[config.mk]
export PLATFORM = sky130hd
export DESIGN_NAME = mem_access_sequencer_flat
export DESIGN_NICKNAME = d
export VERILOG_FILES = /design/src/rtl/mem_access_sequencer_if.sv /design/src/rtl/mem_access_sequencer.sv /design/src/flat_wrapper.sv
export SDC_FILE = /design/constraint.sdc
export NUM_CORES = 1
export LEC_CHECK = 0
export BUFFER_PORTS_ARGS = -buffer_cell sky130_fd_sc_hd__clkbuf_2
export CAP_MARGIN = 10
export CORE_UTILIZATION = 47
export DETAILED_ROUTE_END_ITERATION = 7
export GPL_TIMING_DRIVEN = 0
export PLACE_DENSITY = 0.8
export SLEW_MARGIN = 5
export SYNTH_ARGS = -nofsm -noshare
export SYNTH_HDL_FRONTEND = slang
export SYNTH_SLANG_ARGS = --single-unit
[constraint.sdc]
create_clock -name clk -period 2.18 [get_ports clk]
set_input_delay 0.109 -clock clk [delete_from_list [all_inputs] [get_ports clk]]
set_output_delay 0.109 -clock clk [all_outputs]
set_load 0.005 [all_outputs]
[src/rtl/mem_access_sequencer_if.sv]
`default_nettype none
// ============================================================================
//  Module   : mem_access_sequencer_if
//  Purpose  : Avalon-MM-style memory bus between the access sequencer
//             (master) and the external memory (slave).
//  Revision : 1.0  initial release
// ============================================================================
interface mem_access_sequencer_if #(
    parameter int DATA_W = 32
);
    logic [31:0]       address;
    logic              read;
    logic              write;
    logic [DATA_W-1:0] writedata;
    logic [3:0]        byteenable;
    logic [DATA_W-1:0] readdata;
    logic              waitrequest;

    modport master (
        output address, read, write, writedata, byteenable,
        input  readdata, waitrequest
    );

    modport slave (
        input  address, read, write, writedata, byteenable,
        output readdata, waitrequest
    );
endinterface
`default_nettype wire

[src/rtl/mem_access_sequencer.sv]
`default_nettype none
// ============================================================================
//  Module   : mem_access_sequencer
//  Purpose  : Turns fetch / MemRead / MemWrite requests from the control unit
//             into bus transactions and returns the instruction word, load
//             data and instruction-completion pulses. Halts the CPU on a
//             fetch from PC 0 or on a bus timeout.
//  Revision : 1.0  initial release
// ============================================================================
module mem_access_sequencer #(
    parameter int DATA_W   = 32,
    parameter int MAX_WAIT = 255
) (
    input  wire logic              clk,
    input  wire logic              reset,
    input  wire logic              fetch,
    input  wire logic [31:0]       pc,
    input  wire logic              mem_read,
    input  wire logic              mem_write,
    input  wire logic [31:0]       data_addr,
    input  wire logic [DATA_W-1:0] store_data,
    input  wire logic [3:0]        store_be,
    output logic [DATA_W-1:0]      instr,
    output logic                   instr_valid,
    output logic [DATA_W-1:0]      load_data,
    output logic                   end_of_inst_reg,
    output logic                   end_of_inst_store,
    output logic                   active,
    output logic                   bus_err,
    mem_access_sequencer_if.master bus
);

    // Counter must hold values up to MAX_WAIT-1; keep at least one bit so
    // the MAX_WAIT==0 (unlimited) build still elaborates.
    localparam int CNT_W = (MAX_WAIT > 1) ? $clog2(MAX_WAIT + 1) : 1;
    localparam logic [CNT_W-1:0] WAIT_LAST = CNT_W'(MAX_WAIT - 1);
    localparam bit   WAIT_LIMITED = (MAX_WAIT != 0);

    typedef enum logic [2:0] {
        ST_IDLE   = 3'd0,
        ST_FETCH  = 3'd1,
        ST_EXEC   = 3'd2,
        ST_LOAD   = 3'd3,
        ST_STORE  = 3'd4,
        ST_HALTED = 3'd5
    } state_t;

    state_t             state_q, state_d;
    logic [31:0]        address_q, address_d;
    logic               read_q, read_d;
    logic               write_q, write_d;
    logic [DATA_W-1:0]  writedata_q, writedata_d;
    logic [3:0]         be_q, be_d;
    logic [DATA_W-1:0]  instr_q, instr_d;
    logic               instr_valid_q, instr_valid_d;
    logic [DATA_W-1:0]  load_data_q, load_data_d;
    logic               eoi_reg_q, eoi_reg_d;
    logic               eoi_store_q, eoi_store_d;
    logic               active_q, active_d;
    logic               bus_err_q, bus_err_d;
    logic [CNT_W-1:0]   wait_cnt_q, wait_cnt_d;

    // A stalled cycle that exhausts the wait budget aborts the transaction.
    logic w_timeout;
    assign w_timeout = WAIT_LIMITED && bus.waitrequest && (wait_cnt_q == WAIT_LAST);

    // State and all registered outputs; reset abandons any in-flight access.
    always_ff @(posedge clk) begin
        if (!reset) begin
            state_q       <= ST_IDLE;
            address_q     <= '0;
            read_q        <= 1'b0;
            write_q       <= 1'b0;
            writedata_q   <= '0;
            be_q          <= '0;
            instr_q       <= '0;
            instr_valid_q <= 1'b0;
            load_data_q   <= '0;
            eoi_reg_q     <= 1'b0;
            eoi_store_q   <= 1'b0;
            active_q      <= 1'b1;
            bus_err_q     <= 1'b0;
            wait_cnt_q    <= '0;
        end else begin
            state_q       <= state_d;
            address_q     <= address_d;
            read_q        <= read_d;
            write_q       <= write_d;
            writedata_q   <= writedata_d;
            be_q          <= be_d;
            instr_q       <= instr_d;
            instr_valid_q <= instr_valid_d;
            load_data_q   <= load_data_d;
            eoi_reg_q     <= eoi_reg_d;
            eoi_store_q   <= eoi_store_d;
            active_q      <= active_d;
            bus_err_q     <= bus_err_d;
            wait_cnt_q    <= wait_cnt_d;
        end
    end

    // Next-state and next-output decode; pulses default low every cycle.
    always_comb begin
        state_d       = state_q;
        address_d     = address_q;
        read_d        = read_q;
        write_d       = write_q;
        writedata_d   = writedata_q;
        be_d          = be_q;
        instr_d       = instr_q;
        instr_valid_d = 1'b0;
        load_data_d   = load_data_q;
        eoi_reg_d     = 1'b0;
        eoi_store_d   = 1'b0;
        active_d      = active_q;
        bus_err_d     = bus_err_q;
        wait_cnt_d    = wait_cnt_q;

        case (state_q)
            ST_IDLE: begin
                if (fetch) begin
                    if (pc == 32'd0) begin
                        state_d  = ST_HALTED;
                        active_d = 1'b0;
                    end else begin
                        state_d    = ST_FETCH;
                        address_d  = pc;
                        read_d     = 1'b1;
                        be_d       = 4'hF;
                        wait_cnt_d = '0;
                    end
                end
            end

            ST_FETCH, ST_LOAD, ST_STORE: begin
                if (w_timeout) begin
                    state_d   = ST_HALTED;
                    read_d    = 1'b0;
                    write_d   = 1'b0;
                    bus_err_d = 1'b1;
                    active_d  = 1'b0;
                end else if (bus.waitrequest) begin
                    wait_cnt_d = wait_cnt_q + 1'b1;
                end else begin
                    read_d  = 1'b0;
                    write_d = 1'b0;
                    if (state_q == ST_FETCH) begin
                        instr_d       = bus.readdata;
                        instr_valid_d = 1'b1;
                        state_d       = ST_EXEC;
                    end else if (state_q == ST_LOAD) begin
                        load_data_d = bus.readdata;
                        eoi_reg_d   = 1'b1;
                        state_d     = ST_IDLE;
                    end else begin
                        eoi_store_d = 1'b1;
                        state_d     = ST_IDLE;
                    end
                end
            end

            ST_EXEC: begin
                // Load takes priority if control asserts both strobes.
                if (mem_read) begin
                    state_d    = ST_LOAD;
                    address_d  = data_addr;
                    read_d     = 1'b1;
                    be_d       = 4'hF;
                    wait_cnt_d = '0;
                end else if (mem_write) begin
                    state_d     = ST_STORE;
                    address_d   = data_addr;
                    write_d     = 1'b1;
                    writedata_d = store_data;
                    be_d        = store_be;
                    wait_cnt_d  = '0;
                end else begin
                    eoi_reg_d = 1'b1;
                    state_d   = ST_IDLE;
                end
            end

            ST_HALTED: begin
                read_d   = 1'b0;
                write_d  = 1'b0;
                active_d = 1'b0;
            end

            default: begin
                state_d = ST_IDLE;
                read_d  = 1'b0;
                write_d = 1'b0;
            end
        endcase
    end

    assign bus.address        = address_q;
    assign bus.read           = read_q;
    assign bus.write          = write_q;
    assign bus.writedata      = writedata_q;
    assign bus.byteenable     = be_q;
    assign instr              = instr_q;
    assign instr_valid        = instr_valid_q;
    assign load_data          = load_data_q;
    assign end_of_inst_reg    = eoi_reg_q;
    assign end_of_inst_store  = eoi_store_q;
    assign active             = active_q;
    assign bus_err            = bus_err_q;

endmodule
`default_nettype wire

[src/flat_wrapper.sv]
// flat-port wrapper written by rule: the top's interface ports become plain ports
module mem_access_sequencer_flat 
#(
    parameter int DATA_W   = 32,
    parameter int MAX_WAIT = 255
)
  (clk, reset, fetch, pc, mem_read, mem_write, data_addr, store_data, store_be, instr, instr_valid, load_data, end_of_inst_reg, end_of_inst_store, active, bus_err, bus_address, bus_read, bus_write, bus_writedata, bus_byteenable, bus_readdata, bus_waitrequest);
  mem_access_sequencer_if #(.DATA_W(DATA_W)) bus_i ();
  input  wire logic clk;
  input  wire logic reset;
  input  wire logic fetch;
  input  wire logic [31:0] pc;
  input  wire logic mem_read;
  input  wire logic mem_write;
  input  wire logic [31:0] data_addr;
  input  wire logic [DATA_W-1:0] store_data;
  input  wire logic [3:0] store_be;
  output logic [DATA_W-1:0] instr;
  output logic instr_valid;
  output logic [DATA_W-1:0] load_data;
  output logic end_of_inst_reg;
  output logic end_of_inst_store;
  output logic active;
  output logic bus_err;
  output wire logic [$bits(bus_i.address)-1:0] bus_address;
  output wire logic [$bits(bus_i.read)-1:0] bus_read;
  output wire logic [$bits(bus_i.write)-1:0] bus_write;
  output wire logic [$bits(bus_i.writedata)-1:0] bus_writedata;
  output wire logic [$bits(bus_i.byteenable)-1:0] bus_byteenable;
  input wire logic [$bits(bus_i.readdata)-1:0] bus_readdata;
  input wire logic [$bits(bus_i.waitrequest)-1:0] bus_waitrequest;
  assign bus_address = bus_i.address;
  assign bus_read = bus_i.read;
  assign bus_write = bus_i.write;
  assign bus_writedata = bus_i.writedata;
  assign bus_byteenable = bus_i.byteenable;
  assign bus_i.readdata = bus_readdata;
  assign bus_i.waitrequest = bus_waitrequest;
  mem_access_sequencer #(.DATA_W(DATA_W), .MAX_WAIT(MAX_WAIT)) u_core (.clk(clk), .reset(reset), .fetch(fetch), .pc(pc), .mem_read(mem_read), .mem_write(mem_write), .data_addr(data_addr), .store_data(store_data), .store_be(store_be), .instr(instr), .instr_valid(instr_valid), .load_data(load_data), .end_of_inst_reg(end_of_inst_reg), .end_of_inst_store(end_of_inst_store), .active(active), .bus_err(bus_err), .bus(bus_i));
endmodule
Word level (Yosys, flattened, before mapping):

Index checks and enable logic that the tools add are counted.

* bitwise operators: 8
* add/subtract/negate cells: 1
* equality and inequality tests: 17
* mux-type cells: 47
* reductions and logical operators: 19

Operator list (count)
* 2-to-1 mux 32 bit: 4
* one-hot mux 32 bit (2 select lines): 1
* 2-to-1 mux 8 bit: 6
* zero test 32 bit: 1
* one-hot mux 8 bit (3 select lines): 1
* AND reduction 4 bit: 5
* 2-to-1 mux 1 bit: 18
* 2-to-1 mux 3 bit: 6
* 2-to-1 mux 4 bit: 4
* != test 2 bit (second input constant): 7
* one-hot mux 3 bit (4 select lines): 1
* one-hot mux 1 bit (3 select lines): 3
* adder 8 x 1 -> 8 bit (second input constant): 1
* == test 8 bit (second input constant): 1
* inverter 1 bit: 8
* one-hot mux 4 bit (2 select lines): 1
* == test 3 x 2 -> 1 bit (second input constant): 2
* == test 3 bit (second input constant): 2
* AND reduction 3 bit: 2
* AND reduction 6 bit: 1
* nonzero test 3 bit: 2
* AND reduction 5 bit: 1
* OR reduction 5 bit: 1
* != test 2 x 1 -> 1 bit (second input constant): 2
* 11 further kinds: 11

* output and inout bits: 139
* register bits after elaboration: 150

Depth between registers and ports, before layout:

* depth after elaboration: 6
* depth in mapped cells: 8
* depth with buffers taken out: 7

Worst setup path after synthesis:

OpenSTA, ideal clock, no wires.

* kind: register to register
* from: register u_core.state_q[1]
* to: register u_core.address_q[18], in the netlist u_core.bus.address[18]
* required time: 2.064 ns
* stages on the path, launching flop included: 8
* library setup time: 0.116 ns
* arrival: 1.574 ns
* buffers on the path: 3
* setup slack: 0.489 ns
* clock period less this slack: 1.691 ns
* cells stage by stage: dfxtp_1 -> buf_2 -> nor3b_1 -> o21ai_1 -> clkbuf_1 -> clkbuf_1 -> nand3_1 -> o211a_1

* cells in the longest elaborated chain, start to end: 3
* elaborated cells between the ends (all ways): 8

Ends and longest elaborated chain
* start, declared: RTL line mem_access_sequencer.sv:48 `state_t state_q, state_d;`
* start signal, assigned: RTL line mem_access_sequencer.sv:85 `state_q <= state_d;`
* == test 3 x 2 -> 1 bit or zero test 3 bit (tied branches): RTL line mem_access_sequencer.sv:119 `case (state_q)`
* != test 3 bit (no source line), or another cell as far along
* AND reduction 4 bit (no source line)
* end signal, assigned: RTL line mem_access_sequencer.sv:86 `address_q <= address_d;`
* end, declared: RTL line mem_access_sequencer.sv:49 `logic [31:0] address_q, address_d;`

Several ways; a longest one is shown, not always the timed one.
A chain may end at the register's enable or synchronous reset.

Final worst setup path:

* from: register u_core.state_q[2]
* to: register u_core.instr_q[17], in the netlist u_core.instr[17]

* cells in the longest elaborated chain, start to end: 3
* elaborated cells between the ends (all ways): 5

Ends and longest elaborated chain
* == test 3 bit, or another cell as far along: RTL line mem_access_sequencer.sv:119
* OR reduction 3 bit: RTL line mem_access_sequencer.sv:119
* AND reduction 4 bit (no source line) *
* end signal, assigned: RTL line mem_access_sequencer.sv:91 `instr_q <= instr_d;`
* end, declared: RTL line mem_access_sequencer.sv:54 `logic [DATA_W-1:0] instr_q, instr_d;`

Mark *: on every way between the ends. The rest lies on a longest branch, timed or not.

==> results_dict.tcl <==
set metrics [dict create \
    status "complete, no violations" \
    synth_cell_types 47 \
    clock_latency_ns 0.43 \
    synth-edff-count 0 \
    die_x_um 116 \
    drive_gt1_share_pct 30.3 \
    yosysTopAreaCell "dfxtp_1" \
    wl_per_cell_um 15.5 \
    crit_chain "buf_2 > clkbuf_1 > nor3_1 > clkbuf_1 > nand2_1 > a21oi_1" \
    hold_viol_final 0 \
    period_share_pct 95.8 \
    cts-htree-levels 4 \
    timing.hold.ws_ns 0.00719 \
    synth-main-ff-cell "dfxtp_1" \
    startpoint_type "flip-flop" \
    num_vias 6641 \
    cp-startpoint "u_core.state_q[2]" \
    antenna_cells 0 \
    num_rows 41 \
    die_area_sq_um 13400 \
    path_class "reg2reg" \
    routed_via_density 5.25 \
    grt_antenna_before_repair 0 \
    crit_required_ns 2.53 \
    pin_count 277 \
    ys_warn_count 0 \
    timing.critical_path.mode_cell "clkbuf_1" \
    synth_compound_area_share_pct 19.0 \
    synth_seq_area_share_pct 49.2 \
    setup_ws_ns 0.0924 \
    root_buffer "clkbuf_16" \
    p_int_uw 5340 \
    min_period_ns 2.09 \
    grt_pass1_vias 6423 \
    clk_pin_slew_ns 0.06 \
    core_area_sq_um 12600 \
    drtIter0Drc 423 \
    cp_slowest_stage_delay_ns 0.56 \
    synth.top_cell.area_share_pct 49.2 \
    grt_max_degree 17 \
    async_flop_share_pct 0 \
    maxCapViolations 0 \
    synth_xor_xnor_area_share_pct 0 \
    grt_setup_unrepaired "yes" \
    max_clock_freq_mhz 479 \
    die_h_um 116 \
    n_fill_cell 992 \
    synth-seq-cells 150 \
    syn_to_final_growth_pct 47.0 \
    cts_setup_buffers 0 \
    ir_drop_uv 642 \
    p_comb_share_pct 16.7 \
    fin_area_sq_um 8970 \
    r2r-start "u_core.state_q[2]" \
    max_slew_margin_pct 57.9 \
    synthMostInstantiatedCell "nand2_1" \
    nets 1221 \
    placed_cell_area_sq_um 7690 \
    remaining_drc_errors 0 \
    muxShareOfSynthArea_pct 5.58 \
    p_total_uw 7300 \
    p_leak_uw 0.00407 \
    synth_area_sq_um 6100 \
    synth_cells 721 \
    cts_tree "yes" \
    critPathCaptureType "flip-flop" \
    reg2reg_slack_ns 0.09 \
    place.gp.congestion 0.861 \
    initial_core_util_pct 48.3 \
    worst_path_max_delay_cell "nor3_1" \
    hpwl_um 13500 \
    setup_viol 0 \
    synth_area_leaders "dfxtp_1, nand2_1, a21oi_1, mux2i_1, o211a_1" \
    switching_share_pct 26.7 \
    fin_worst_skew_ns 0.00996 \
    worst_r2r_endpoint "u_core.instr[17]" \
    cts_sinks 150 \
    min-delay-path-class "in2reg" \
    tightest_slew_ns 0.627 \
    critPathArrivalTime_ns 2.44 \
    p_seq_share_pct 41.5 \
    r2r_cells 6 \
    first_pass_iters 5 \
    pwr-share-clk_pct 41.7 \
    synthAdderAreaFrac_pct 0.410 \
    grt_pass1_wl_um 30500 \
    cp_max_fo 10 \
    cts_buffers 17 \
    track_usage_pct 29.2 \
    synth.cells.most_frequent "nand2_1, dfxtp_1, a21oi_1, clkbuf_1, nand3_1" \
    drt_wl_total_um 19600 \
    syn-num-nets 861 \
    pre_cts_slack_ns 0.0724 \
    powerDensity_nw_per_um2 814 \
    ant_nets 0 \
    yosys.area_share.simple_pct 21.4 \
    avgSynthCellArea_sq_um 8.46 \
    drv_slew 0 \
    synth_top_family_by_area "simple AND/OR/NAND/NOR gates" \
    io_buffers 276 \
    grt-ovfl-total 0 \
    worstSetupEndpoint "u_core.instr[17]" \
    cts_buffer_depth 2 \
    switchingPower_uw 1950 \
]
==> worst max-delay path: cells and delay by family, from the launching register on <==
kind                   cells  cell delay, ns
AO/OA/AOI/OAI              1            0.17
buffers and inverters      3            0.85
flip-flops                 1            0.30
AND/OR/NAND/NOR            2            0.69
==> cells in the final DEF, fill, tap and decap left out, types with 2 or more instances in the layout <==
master	Yosys	routed
nand2b_1	3	3
bufinv_16	0	3
or3_1	3	3
mux2i_1	34	34
and3_1	2	2
o21ai_1	2	2
clkbuf_16	0	17
o21a_1	3	3
a21oi_1	103	103
nor3_1	8	8
a31oi_1	4	4
and2_1	3	3
nor4_1	8	8
clkinv_4	0	3
o21ai_0	7	7
inv_6	0	4
nand4_1	4	4
a211oi_2	4	5
dfxtp_1	150	150
a311oi_1	2	2
dlygate4sd3_1	0	65
inv_1	2	2
nand3_1	36	36
clkbuf_1	43	43
o221a_1	5	5
nand2_1	206	206
and4_1	2	2
clkinvlp_4	0	2
buf_2	9	9
ha_1	2	2
nor2b_1	3	3
o211a_1	32	32
clkbuf_2	0	277
buf_6	4	4
and4b_1	2	2
nor2_1	16	16
==> per-stage QoR <==
| step | cells | utilization, % | TNS, ns |
|---|---|---|---|
| floorplan | 721 | - | 0 |
| global placement | 1169 | 61.0 | 0 |
| detailed placement | 1169 | 61.0 | 0 |
| CTS | 1266 | 71.0 | 0 |
| global route | 1266 | 71.0 | -2.07 |
| finish | 1266 | 71.0 | 0 |
==> how the worst min path moves through the flow <==
stage / from / end / depth (start not counted)
6_report: mem_write / u_core.bus.write / 3
5_1_grt: store_be[0] / u_core.bus.byteenable[0] / 3
4_1_cts: store_be[2] / u_core.bus.byteenable[2] / 3
3_5_place_dp: store_data[3] / u_core.bus.writedata[3] / 3
3_3_place_gp: store_data[28] / u_core.bus.writedata[28] / 3
2_1_floorplan: store_data[0] / u_core.bus.writedata[0] / 2
==> repair_timing <==
action / in CTS / in global routing
endpoints found under the setup margin: 0 / 78
hold endpoints to repair: 97 / 0
hold buffers: 65 / 0
resized for setup: 0 / 3
==> cells by family after synthesis <==
| group | after synthesis |
|---|---|
| AO/OA/AOI/OAI | 173 |
| flip-flops | 150 |
| AND/OR/NAND/NOR | 302 |
| multiplexers | 34 |
| adder cells (fa/ha/maj) | 2 |
| buffers and inverters | 60 |
==> layout make-up <==
cell class | count | area (sq um) | share of cell area (%)
clock inverter | 13 | 171 | 1.91
multi-input combinational | 511 | 2830 | 31.6
tap | 172 | 215 | 2.40
buffer | 56 | 253 | 2.82
sequential | 150 | 3000 | 33.5
timing repair buffer | 341 | 2030 | 22.7
clock buffer | 19 | 443 | 4.94
inverter | 4 | 15.0 | 0.167
==> power groups by stage <==
stage | registers (uW) | logic [uW] | clock network, uW
2_1_floorplan | 3090 | 607 | 0
3_3_place_gp | 3080 | 1090 | 0
3_5_place_dp | 3080 | 1100 | 0
4_1_cts | 3030 | 1200 | 3070
5_1_grt | 3050 | 1340 | 3210
6_report | 3030 | 1220 | 3050
==> layer usage <==
layer	share of wire, %	routed length [um]	GRT usage, %	up-vias
li1	-	-	-	3221
met1	40	7840	33.1	3089
met2	50	9760	50.6	271
met3	6.8	1330	9.31	60
met4	3.5	685	12.5	0
met5	0	0	0	-
No activity file was read; power rests on OpenSTA's default activity.
